`src/rtl/mem_pkg.sv`:
```
// Shared definitions for the MEM stage: funct3 size codes, FSM encoding and
// the access-legality check used at the point of acceptance.
package mem_pkg;

  localparam logic [2:0] MEM_B  = 3'b000;
  localparam logic [2:0] MEM_H  = 3'b001;
  localparam logic [2:0] MEM_W  = 3'b010;
  localparam logic [2:0] MEM_BU = 3'b100;
  localparam logic [2:0] MEM_HU = 3'b101;

  localparam logic [1:0] ST_IDLE = 2'd0;
  localparam logic [1:0] ST_BUSY = 2'd1;
  localparam logic [1:0] ST_RESP = 2'd2;

  typedef enum logic [1:0] {
    ERR_NONE,
    ERR_MISALIGN,
    ERR_ILLEGAL,
    ERR_TIMEOUT
  } err_cause_e;

  // Direction bit in align[3] must agree with memwrite; a mismatch is treated as illegal.
  function automatic err_cause_e check_access(input logic       rd_en,
                                              input logic       wr_en,
                                              input logic       st_bit,
                                              input logic [2:0] f3,
                                              input logic [1:0] addr_lo);
    err_cause_e c;
    c = ERR_NONE;
    if ((rd_en && wr_en) || (st_bit != wr_en)) begin
      c = ERR_ILLEGAL;
    end else if (wr_en && !(f3 inside {MEM_B, MEM_H, MEM_W})) begin
      c = ERR_ILLEGAL;
    end else if (rd_en && !(f3 inside {MEM_B, MEM_H, MEM_W, MEM_BU, MEM_HU})) begin
      c = ERR_ILLEGAL;
    end else if ((f3 == MEM_H || f3 == MEM_HU) && addr_lo[0]) begin
      c = ERR_MISALIGN;
    end else if (f3 == MEM_W && addr_lo != 2'b00) begin
      c = ERR_MISALIGN;
    end
    return c;
  endfunction

endpackage

```
`src/rtl/load_formatter.sv`:
```
// Load data lane selection and sign/zero extension for the MEM stage.
module load_formatter
  import mem_pkg::*;
(
  input  logic [31:0] rdata,
  input  logic [1:0]  addr_lo,
  input  logic [2:0]  funct3,
  output logic [31:0] data
);

  logic [7:0]  byte_sel;
  logic [15:0] half_sel;

  always_comb begin
    case (addr_lo)
      2'd0:    byte_sel = rdata[7:0];
      2'd1:    byte_sel = rdata[15:8];
      2'd2:    byte_sel = rdata[23:16];
      default: byte_sel = rdata[31:24];
    endcase
    half_sel = addr_lo[1] ? rdata[31:16] : rdata[15:0];

    case (funct3)
      MEM_B:   data = {{24{byte_sel[7]}}, byte_sel};
      MEM_H:   data = {{16{half_sel[15]}}, half_sel};
      MEM_W:   data = rdata;
      MEM_BU:  data = {24'h0, byte_sel};
      MEM_HU:  data = {16'h0, half_sel};
      default: data = '0;
    endcase
  end

endmodule

```
`src/rtl/mem_access_unit.sv`:
```
// RV32I MEM stage: runs loads/stores over a req/ack data bus, formats load
// data and hands a registered writeback bundle to WB.
module mem_access_unit
  import mem_pkg::*;
#(
  parameter int unsigned TIMEOUT = 255,
  parameter int unsigned ADDR_W  = 32
) (
  input  logic              clk,
  input  logic              rst,
  input  logic              ex_valid,
  input  logic [31:0]       ex_result,
  input  logic [31:0]       ex_write_data,
  input  logic [3:0]        ex_align,
  input  logic              ex_memread,
  input  logic              ex_memwrite,
  input  logic              ex_memtoreg,
  input  logic              ex_regwrite,
  input  logic [4:0]        ex_rd_addr,
  output logic              stall,
  output logic              dmem_req,
  output logic              dmem_we,
  output logic [ADDR_W-1:0] dmem_addr,
  output logic [31:0]       dmem_wdata,
  output logic [3:0]        dmem_wstrb,
  input  logic [31:0]       dmem_rdata,
  input  logic              dmem_ack,
  output logic              wb_valid,
  output logic [31:0]       wb_data,
  output logic [4:0]        wb_rd_addr,
  output logic              wb_regwrite,
  output logic              mem_err,
  output logic [31:0]       err_addr
);

  localparam int unsigned CNT_W = (TIMEOUT < 2) ? 1 : $clog2(TIMEOUT + 1);

  logic [1:0]       state_q,     state_d;
  logic [CNT_W-1:0] cnt_q,       cnt_d;
  logic [31:0]      addr_q,      addr_d;
  logic [2:0]       f3_q,        f3_d;
  logic             we_q,        we_d;
  logic [4:0]       rd_q,        rd_d;
  logic             regwrite_q,  regwrite_d;
  logic             memtoreg_q,  memtoreg_d;
  logic [31:0]      wdata_q,     wdata_d;
  logic [3:0]       wstrb_q,     wstrb_d;
  logic [31:0]      rdata_q,     rdata_d;
  logic             wb_valid_q,  wb_valid_d;
  logic [31:0]      wb_data_q,   wb_data_d;
  logic [4:0]       wb_rd_q,     wb_rd_d;
  logic             wb_regwr_q,  wb_regwr_d;
  logic             mem_err_q,   mem_err_d;
  logic [31:0]      err_addr_q,  err_addr_d;

  err_cause_e  access_cause;
  err_cause_e  err_cause;
  logic        is_mem;
  logic        busy;
  logic        timeout_hit;
  logic [31:0] load_data;

  load_formatter u_load_formatter (
    .rdata   (rdata_q),
    .addr_lo (addr_q[1:0]),
    .funct3  (f3_q),
    .data    (load_data)
  );

  assign is_mem       = ex_memread | ex_memwrite;
  assign access_cause = check_access(ex_memread, ex_memwrite, ex_align[3],
                                     ex_align[2:0], ex_result[1:0]);
  assign busy         = (state_q == ST_BUSY);
  // cnt_q counts completed BUSY cycles, so the current cycle is number cnt_q+1.
  assign timeout_hit  = (TIMEOUT != 0) && (32'(cnt_q) == TIMEOUT - 1);

  always_comb begin
    state_d    = state_q;
    cnt_d      = cnt_q;
    addr_d     = addr_q;
    f3_d       = f3_q;
    we_d       = we_q;
    rd_d       = rd_q;
    regwrite_d = regwrite_q;
    memtoreg_d = memtoreg_q;
    wdata_d    = wdata_q;
    wstrb_d    = wstrb_q;
    rdata_d    = rdata_q;
    wb_valid_d = 1'b0;
    wb_data_d  = wb_data_q;
    wb_rd_d    = wb_rd_q;
    wb_regwr_d = wb_regwr_q;
    err_addr_d = err_addr_q;
    err_cause  = ERR_NONE;
    stall      = 1'b0;

    case (state_q)
      ST_IDLE: begin
        if (ex_valid) begin
          if (!is_mem) begin
            wb_valid_d = 1'b1;
            wb_data_d  = ex_result;
            wb_rd_d    = ex_rd_addr;
            wb_regwr_d = ex_regwrite;
          end else if (access_cause != ERR_NONE) begin
            err_cause  = access_cause;
            err_addr_d = ex_result;
            wb_valid_d = 1'b1;
            wb_rd_d    = ex_rd_addr;
            wb_regwr_d = 1'b0;
          end else begin
            stall      = 1'b1;
            state_d    = ST_BUSY;
            cnt_d      = '0;
            addr_d     = ex_result;
            f3_d       = ex_align[2:0];
            we_d       = ex_align[3];
            rd_d       = ex_rd_addr;
            regwrite_d = ex_regwrite;
            memtoreg_d = ex_memtoreg;
            case (ex_align[2:0])
              MEM_B: begin
                wstrb_d = 4'b0001 << ex_result[1:0];
                wdata_d = {4{ex_write_data[7:0]}};
              end
              MEM_H: begin
                wstrb_d = 4'b0011 << ex_result[1:0];
                wdata_d = {2{ex_write_data[15:0]}};
              end
              default: begin
                wstrb_d = 4'b1111;
                wdata_d = ex_write_data;
              end
            endcase
            if (!ex_align[3]) begin
              wstrb_d = '0;
              wdata_d = '0;
            end
          end
        end
      end

      ST_BUSY: begin
        stall = 1'b1;
        if (dmem_ack) begin
          if (we_q) begin
            state_d    = ST_IDLE;
            wb_valid_d = 1'b1;
            wb_rd_d    = rd_q;
            wb_regwr_d = 1'b0;
          end else begin
            rdata_d = dmem_rdata;
            state_d = ST_RESP;
          end
        end else if (timeout_hit) begin
          state_d    = ST_IDLE;
          err_cause  = ERR_TIMEOUT;
          err_addr_d = addr_q;
          wb_valid_d = 1'b1;
          wb_rd_d    = rd_q;
          wb_regwr_d = 1'b0;
        end else begin
          cnt_d = cnt_q + CNT_W'(1);
        end
      end

      ST_RESP: begin
        stall      = 1'b1;
        state_d    = ST_IDLE;
        wb_valid_d = 1'b1;
        wb_data_d  = memtoreg_q ? load_data : addr_q;
        wb_rd_d    = rd_q;
        wb_regwr_d = regwrite_q;
      end

      default: state_d = ST_IDLE;
    endcase

    mem_err_d = (err_cause != ERR_NONE);
  end

  always_ff @(posedge clk) begin
    if (rst) begin
      state_q    <= ST_IDLE;
      cnt_q      <= '0;
      addr_q     <= '0;
      f3_q       <= '0;
      we_q       <= 1'b0;
      rd_q       <= '0;
      regwrite_q <= 1'b0;
      memtoreg_q <= 1'b0;
      wdata_q    <= '0;
      wstrb_q    <= '0;
      rdata_q    <= '0;
      wb_valid_q <= 1'b0;
      wb_data_q  <= '0;
      wb_rd_q    <= '0;
      wb_regwr_q <= 1'b0;
      mem_err_q  <= 1'b0;
      err_addr_q <= '0;
    end else begin
      state_q    <= state_d;
      cnt_q      <= cnt_d;
      addr_q     <= addr_d;
      f3_q       <= f3_d;
      we_q       <= we_d;
      rd_q       <= rd_d;
      regwrite_q <= regwrite_d;
      memtoreg_q <= memtoreg_d;
      wdata_q    <= wdata_d;
      wstrb_q    <= wstrb_d;
      rdata_q    <= rdata_d;
      wb_valid_q <= wb_valid_d;
      wb_data_q  <= wb_data_d;
      wb_rd_q    <= wb_rd_d;
      wb_regwr_q <= wb_regwr_d;
      mem_err_q  <= mem_err_d;
      err_addr_q <= err_addr_d;
    end
  end

  // Bus outputs are gated by BUSY so they read zero whenever no request is live.
  assign dmem_req    = busy;
  assign dmem_we     = busy & we_q;
  assign dmem_addr   = busy ? {addr_q[ADDR_W-1:2], 2'b00} : '0;
  assign dmem_wdata  = busy ? wdata_q : '0;
  assign dmem_wstrb  = busy ? wstrb_q : '0;
  assign wb_valid    = wb_valid_q;
  assign wb_data     = wb_data_q;
  assign wb_rd_addr  = wb_rd_q;
  assign wb_regwrite = wb_regwr_q;
  assign mem_err     = mem_err_q;
  assign err_addr    = err_addr_q;

endmodule

```
`config.mk`:
```
export PLATFORM = sky130hd
export DESIGN_NAME = mem_access_unit
export DESIGN_NICKNAME = d
export VERILOG_FILES = /design/src/rtl/mem_pkg.sv /design/src/rtl/load_formatter.sv /design/src/rtl/mem_access_unit.sv
export SDC_FILE = /design/constraint.sdc
export NUM_CORES = 1
export LEC_CHECK = 0
export ABC_CLOCK_PERIOD_IN_PS = 2500
export CORE_MARGIN = 4
export CORE_UTILIZATION = 45
export CTS_BUF_LIST = sky130_fd_sc_hd__clkbuf_8
export DETAILED_ROUTE_END_ITERATION = 10
export PLACE_DENSITY = 0.74
export SYNTH_ARGS = -nofsm -noshare
export SYNTH_HDL_FRONTEND = slang
export SYNTH_SLANG_ARGS = --single-unit
```
`constraint.sdc`:
```
create_clock -name clk -period 2.5 [get_ports clk]
set_input_delay 0.5 -clock clk [delete_from_list [all_inputs] [get_ports clk]]
set_output_delay 0.5 -clock clk [all_outputs]
set_load 0.01 [all_outputs]
```
# Word level (Yosys, flattened, before mapping)
# Cells that the tools add are included.
# Widths: inputs -> output; s select.
[word_totals]
ff_bits = 193
in_bits = 113
output_inout_bits = 143
[op_classes]
addsub = 1
eq_ne = 25
shifts = 2
muxes = 69
bitwise = 4
n_reduce_logical = 29
[op_table]
columns = ["op", "n"]
rows = [
  ["$mux 32", 11],
  ["$pmux 32 s2", 3],
  ["$pmux 32 s5", 1],
  ["$mux 8", 5],
  ["$mux 5", 6],
  ["$mux 2", 14],
  ["$pmux 8 s3", 1],
  ["$mux 1", 17],
  ["$mux 16", 1],
  ["$pmux 8 s2", 1],
  ["$pmux 5 s3", 1],
  ["$ne 2x2->1 const B", 7],
  ["$eq 3x3->1 const B", 4],
  ["$reduce_and 6->1", 2],
  ["$reduce_bool 2->1", 5],
  ["$add 8x1->8 const B", 1],
  ["$eq 8x8->1 const B", 1],
  ["$mux 4", 2],
  ["$pmux 2 s2", 2],
  ["$pmux 4 s2", 1],
  ["$reduce_and 4->1", 2],
  ["$eq 3x1->1 const B", 2],
  ["$eq 3x2->1 const B", 2],
  ["$logic_not 3->1", 2],
  ["22 further kinds", 36],
]

# Longest topological paths before layout
[logic_depth]
depth_word = 13
mapped_depth = 10
depth_no_buf = 7

# Hierarchy
# From an unflattened synthesis, not the netlist that was laid out.
[hier_totals]
hier_cells = 1253
area_unflattened_um2 = 10044.6
[modules_own_cells]
columns = ["mod", "instances", "cells_each", "area_each_um2", "seq_area_each_um2"]
rows = [
  ["mem_access_unit", 1, 1120, 8999.9, 3863.7],
  ["load_formatter", 1, 133, 1044.8, 0.0],
]

# Least setup slack after synthesis
# OpenSTA, ideal clock, no wires.
[synth_timing]
path_type = "input to output"
from = "input port ex_result[0]"
to = "output port stall"
arrival_time_ps = 1927
path_slack_ps = 73
stages = 7
n_path_buf = 2
path_cell_list = "clkbuf_1 -> o21a_1 -> a2bb2oi_2 -> nor4_4 -> clkbuf_1 -> nor2_1 -> nor2_1"
[synth_between]
elab_chain_cells = 12
[synth_lines]
columns = ["item", "line", "source"]
rows = [
  ["from (decl)", "mem_access_unit.sv:12", "input logic [31:0] ex_result,"],
  ["$reduce_bool 2->1", "mem_pkg.sv:38", "end else if (f3 == MEM_W && addr_lo != 2'b00) begin"],
  ["$logic_and 1x1->1", "mem_pkg.sv:38", ""],
  ["$mux 1", "mem_pkg.sv:38", ""],
  ["$mux 1 *", "mem_pkg.sv:36", "end else if ((f3 == MEM_H || f3 == MEM_HU) && addr_lo[0]) begin"],
  ["$mux 2 *", "mem_pkg.sv:34", "end else if (rd_en && !(f3 inside {MEM_B, MEM_H, MEM_W, MEM_BU, MEM_HU})) begin"],
  ["$mux 2 *", "mem_pkg.sv:32", "end else if (wr_en && !(f3 inside {MEM_B, MEM_H, MEM_W})) begin"],
  ["$mux 2 *", "mem_pkg.sv:30", "if ((rd_en && wr_en) || (st_bit != wr_en)) begin"],
  ["$reduce_bool 2->1 *", "mem_access_unit.sv:105", "end else if (access_cause != ERR_NONE) begin"],
  ["$mux 1 *", "mem_access_unit.sv:105", ""],
  ["$mux 1 *", "mem_access_unit.sv:100", "if (!is_mem) begin"],
  ["$mux 1 *", "mem_access_unit.sv:99", "if (ex_valid) begin"],
  ["$pmux 1 s2 *", "mem_access_unit.sv:97", "case (state_q)"],
  ["to (decl)", "mem_access_unit.sv:20", "output logic stall,"],
]
# Mark *: on every way between the ends. The rest lies on a longest branch, timed or not.

# Worst setup path after layout
[layout_timing]
from = "register state_q[1]"
to = "output port dmem_addr[23]"
[layout_between]
elab_chain_cells = 2
[layout_lines]
columns = ["item", "line", "source"]
rows = [
  ["from (decl)", "mem_access_unit.sv:38", "logic [1:0] state_q, state_d;"],
  ["from (signal assigned)", "mem_access_unit.sv:202", "state_q <= state_d;"],
  ["$eq 2x1->1", "mem_access_unit.sv:73", "assign busy = (state_q == ST_BUSY);"],
  ["$mux 32", "mem_access_unit.sv:225", "assign dmem_addr = busy ? {addr_q[ADDR_W-1:2], 2'b00} : '0;"],
  ["to (decl)", "mem_access_unit.sv:23", "output logic [ADDR_W-1:0] dmem_addr,"],
]
# No other way between the ends.

==> flow_summary.yaml <==
cells_and_area:
  drive_above_1_share_pct: 10.4
  regArea_mm2: 0.00387
  n_fill_cell: 1925
  syn_to_final_growth_pct: 37.3
  finish.utilization_pct: 62.6
  final_area_mm2: 0.0137
  final_nets: 1662
  multiInputGateArea_mm2: 0.00559
  fin_cells: 1837
routing:
  wire_per_inst_um: 18.9
  vias: 10600
  route.detailed.vias_per_inst: 5.76
  antenna_left: 0
  routed_wl_um: 34700
  dr.pass1.iters: 6
  drt_iter0_markers: 773
  drc: 0
worst_setup_path:
  crit_chain: "inv_2 > ha_4 > buf_8 > and2_1 > clkdlybuf4s50_1"
  critPathLaunchType: "register"
  rrSetupSlack_ps: 140
  critPathMaxStageDelay_ps: 530
  worst_ep_arrival_time_ps: 1960
  timing.rr.start: "state_q[0]"
  crit_family: "buffers and inverters"
  cp_num_buf_inv: 3
  reg2reg_depth: 8
  cp-end-kind: "primary output"
  cp_data_required_time_ps: 2000
  critPathKind: "register to primary output"
  reg2reg_to: "wstrb_q[1]"
  path_max_fanout: 17
  crit_slowest_cell: "clkdlybuf4s50_1"
sta:
  relSlewSlack_pct: 53.0
  worst_pin_slew_ps: 705
  hold_viol_final: 0
  drv_slew: 0
  clock_skew_ps: 14.8
  fmaxAchievable_mhz: 407
  setup_viol: 0
  rsz0062_at_grt: "true"
  setup-tns-final_ps: 0
  timing.final.crit_share_pct: 98.3
  period_needed_ps: 2460
global_route:
  grt_pass1_vias: 10100
  grt_start_max_net_pins: 63
  grt_pass1_wl_um: 54000
  use_met1_pct: 34.6
  gr-total-overflow: 0
  track_usage_pct: 27.6
  top_usage_layer: "met2"
  grt_util_met3_pct: 7.27
  grt_antenna_before_repair: 0
  grt_use_met2_pct: 46.2
power:
  power_mw: 6.82
  powerDensity_mw_per_mm2: 499
  p_leak_nw: 5.25
  ir_drop_mv: 0.321
placed_design:
  dp.cells: 1795
  dp_hpwl_um: 25100
  post_dp_cell_area_mm2: 0.0131
  gp_congestion: 0.879
  portBuffers: 253
synth:
  synth_cell_type_count: 61
  yosysMostFrequentCell: "nand2_1"
  synth_ff_type: "dfxtp_1"
  synth_edf_count: 0
  async_flop_share_pct: 0
  yosysTopAreaCell: "dfxtp_1"
  synth_top_cells_by_area: "dfxtp_1 39%, a21oi_1 9.3%, nand2_1 8.2%"
  ys_ff_latch: 193
  ys_seq_area_share_pct: 38.8
  syn-cell-area_mm2: 0.00996
  avgSynthCellArea_um2: 7.62
  synth_common_cells: "217 x nand2_1, 193 x dfxtp_1, 185 x a21oi_1"
  synth_warnings: 0
  synthCells: 1307
  synth_top_area_share_pct: 38.8
cts:
  ctsRootBufferMaster: "clkbuf_8"
  cts_tree: "yes"
  clkSlewWorstSetupHoldPaths_ps: 110
  clock_sinks: 193
  clockBufferDepth: 2
  ctsHoldBuffers: 0
  h-tree-depth: 4
  cts_buffers: 17
  clock_latency_ps: 480
min_path:
  min_to: "wdata_q[18]"
  whs_path_depth: 2
  hold_start: "wdata_q[18]"
  hp-class: "register to register"
status:
  status: "completed"
floorplanning:
  die_h_um: 157
  start_util_pct: 45.6
  dieArea_mm2: 0.0246
  fp.dieW_um: 157
  fp.coreArea_mm2: 0.0218
  rows: 54
  ios: 256
flow_run:
  cap_viol_max_count: 0
worst max path at each step:
| stage | startpoint | to | slack, ps | cells after the start |
|---|---|---|---|---|
| CTS | ex_align[0] | stall | -90 | 7 |
| global placement | ex_result[0] | stall | -370 | 7 |
| finish | state_q[1] | dmem_addr[23] | 40 | 5 |
| floorplan | ex_result[0] | stall | 70 | 7 |
| global route | state_q[1] | dmem_addr[23] | -20 | 5 |
| detailed placement | ex_memread | wstrb_q[1] | -430 | 8 |
report_power, final:
part	switching (mW)	internal, mW
sequential	0.113	3.21
combinational	0.605	0.628
clock	1.20	1.06
worst min-delay path, cell delays in order, from the launching register on:
cell,delay [ps]
dfxtp_1,320
nand2_1,50
a21oi_1,50
cells in the final DEF (no fill, tap or decap), types with 21 or more instances in the layout:
cell	count
nor2_1	123
a21oi_1	184
inv_1	22
o21ai_0	53
dlygate4sd2_1	37
clkdlybuf4s50_1	189
a211oi_1	48
nor3_1	21
nand3_1	27
nand2_1	217
dfxtp_1	191
mux2i_1	22
and2_1	70
o2bb2ai_1	21
buf_4	69
cell families after synthesis:
group	synth area share, %
buffers and inverters	5.88
other	0.0377
adder cells (fa/ha/maj)	0.754
multiplexers	5.04
AO/OA/AOI/OAI	24.0
AND/OR/NAND/NOR	25.5
flip-flops	38.8
cell type report:
type                    instances  area share, %
flip-flops and latches        193           28.3
clock buffers                  19           1.91
clock inverters                13           1.24
multi-input cells             971           40.9
repair buffers                336           24.4
inverters                      24          0.659
well taps                     280           2.56
diodes                          1         0.0183
flip-flops by register name (all words and copies together), names as in the netlist:
name and count:
rdata_q 32, wb_valid 1, wdata_q 32, err_addr 32
state_q 2, we_q 1, f3_q 3, regwrite_q 1
memtoreg_q 1, wb_data 32, wb_rd_addr 5, addr_q 32
cnt_q 8, wstrb_q 4, mem_err 1, rd_q 5
wb_regwrite 1
metal layers:
metal  vias up  wire [µm]  share of wire, %
met2       508      16800                48
li1       5041          -                 -
met4         0        997               2.9
met3        62       3490                10
met5         -          0                 0
met1      4971      13400                39
stage by stage:
stage	hold slack, ps	setup slack, ps
after floorplan	424	73.1
after global placement	433	-369
after detailed placement	440	-429
after CTS	453	-87.9
after global routing	478	-20.5
final	454	42.2
what timing repair did:
action	CTS	global route
cloned	2	0
gates resized for setup	58	27
setup buffers	6	1
setup endpoints to repair	66	42
pin swaps	1	0
Power figures use the tool's default switching activity.
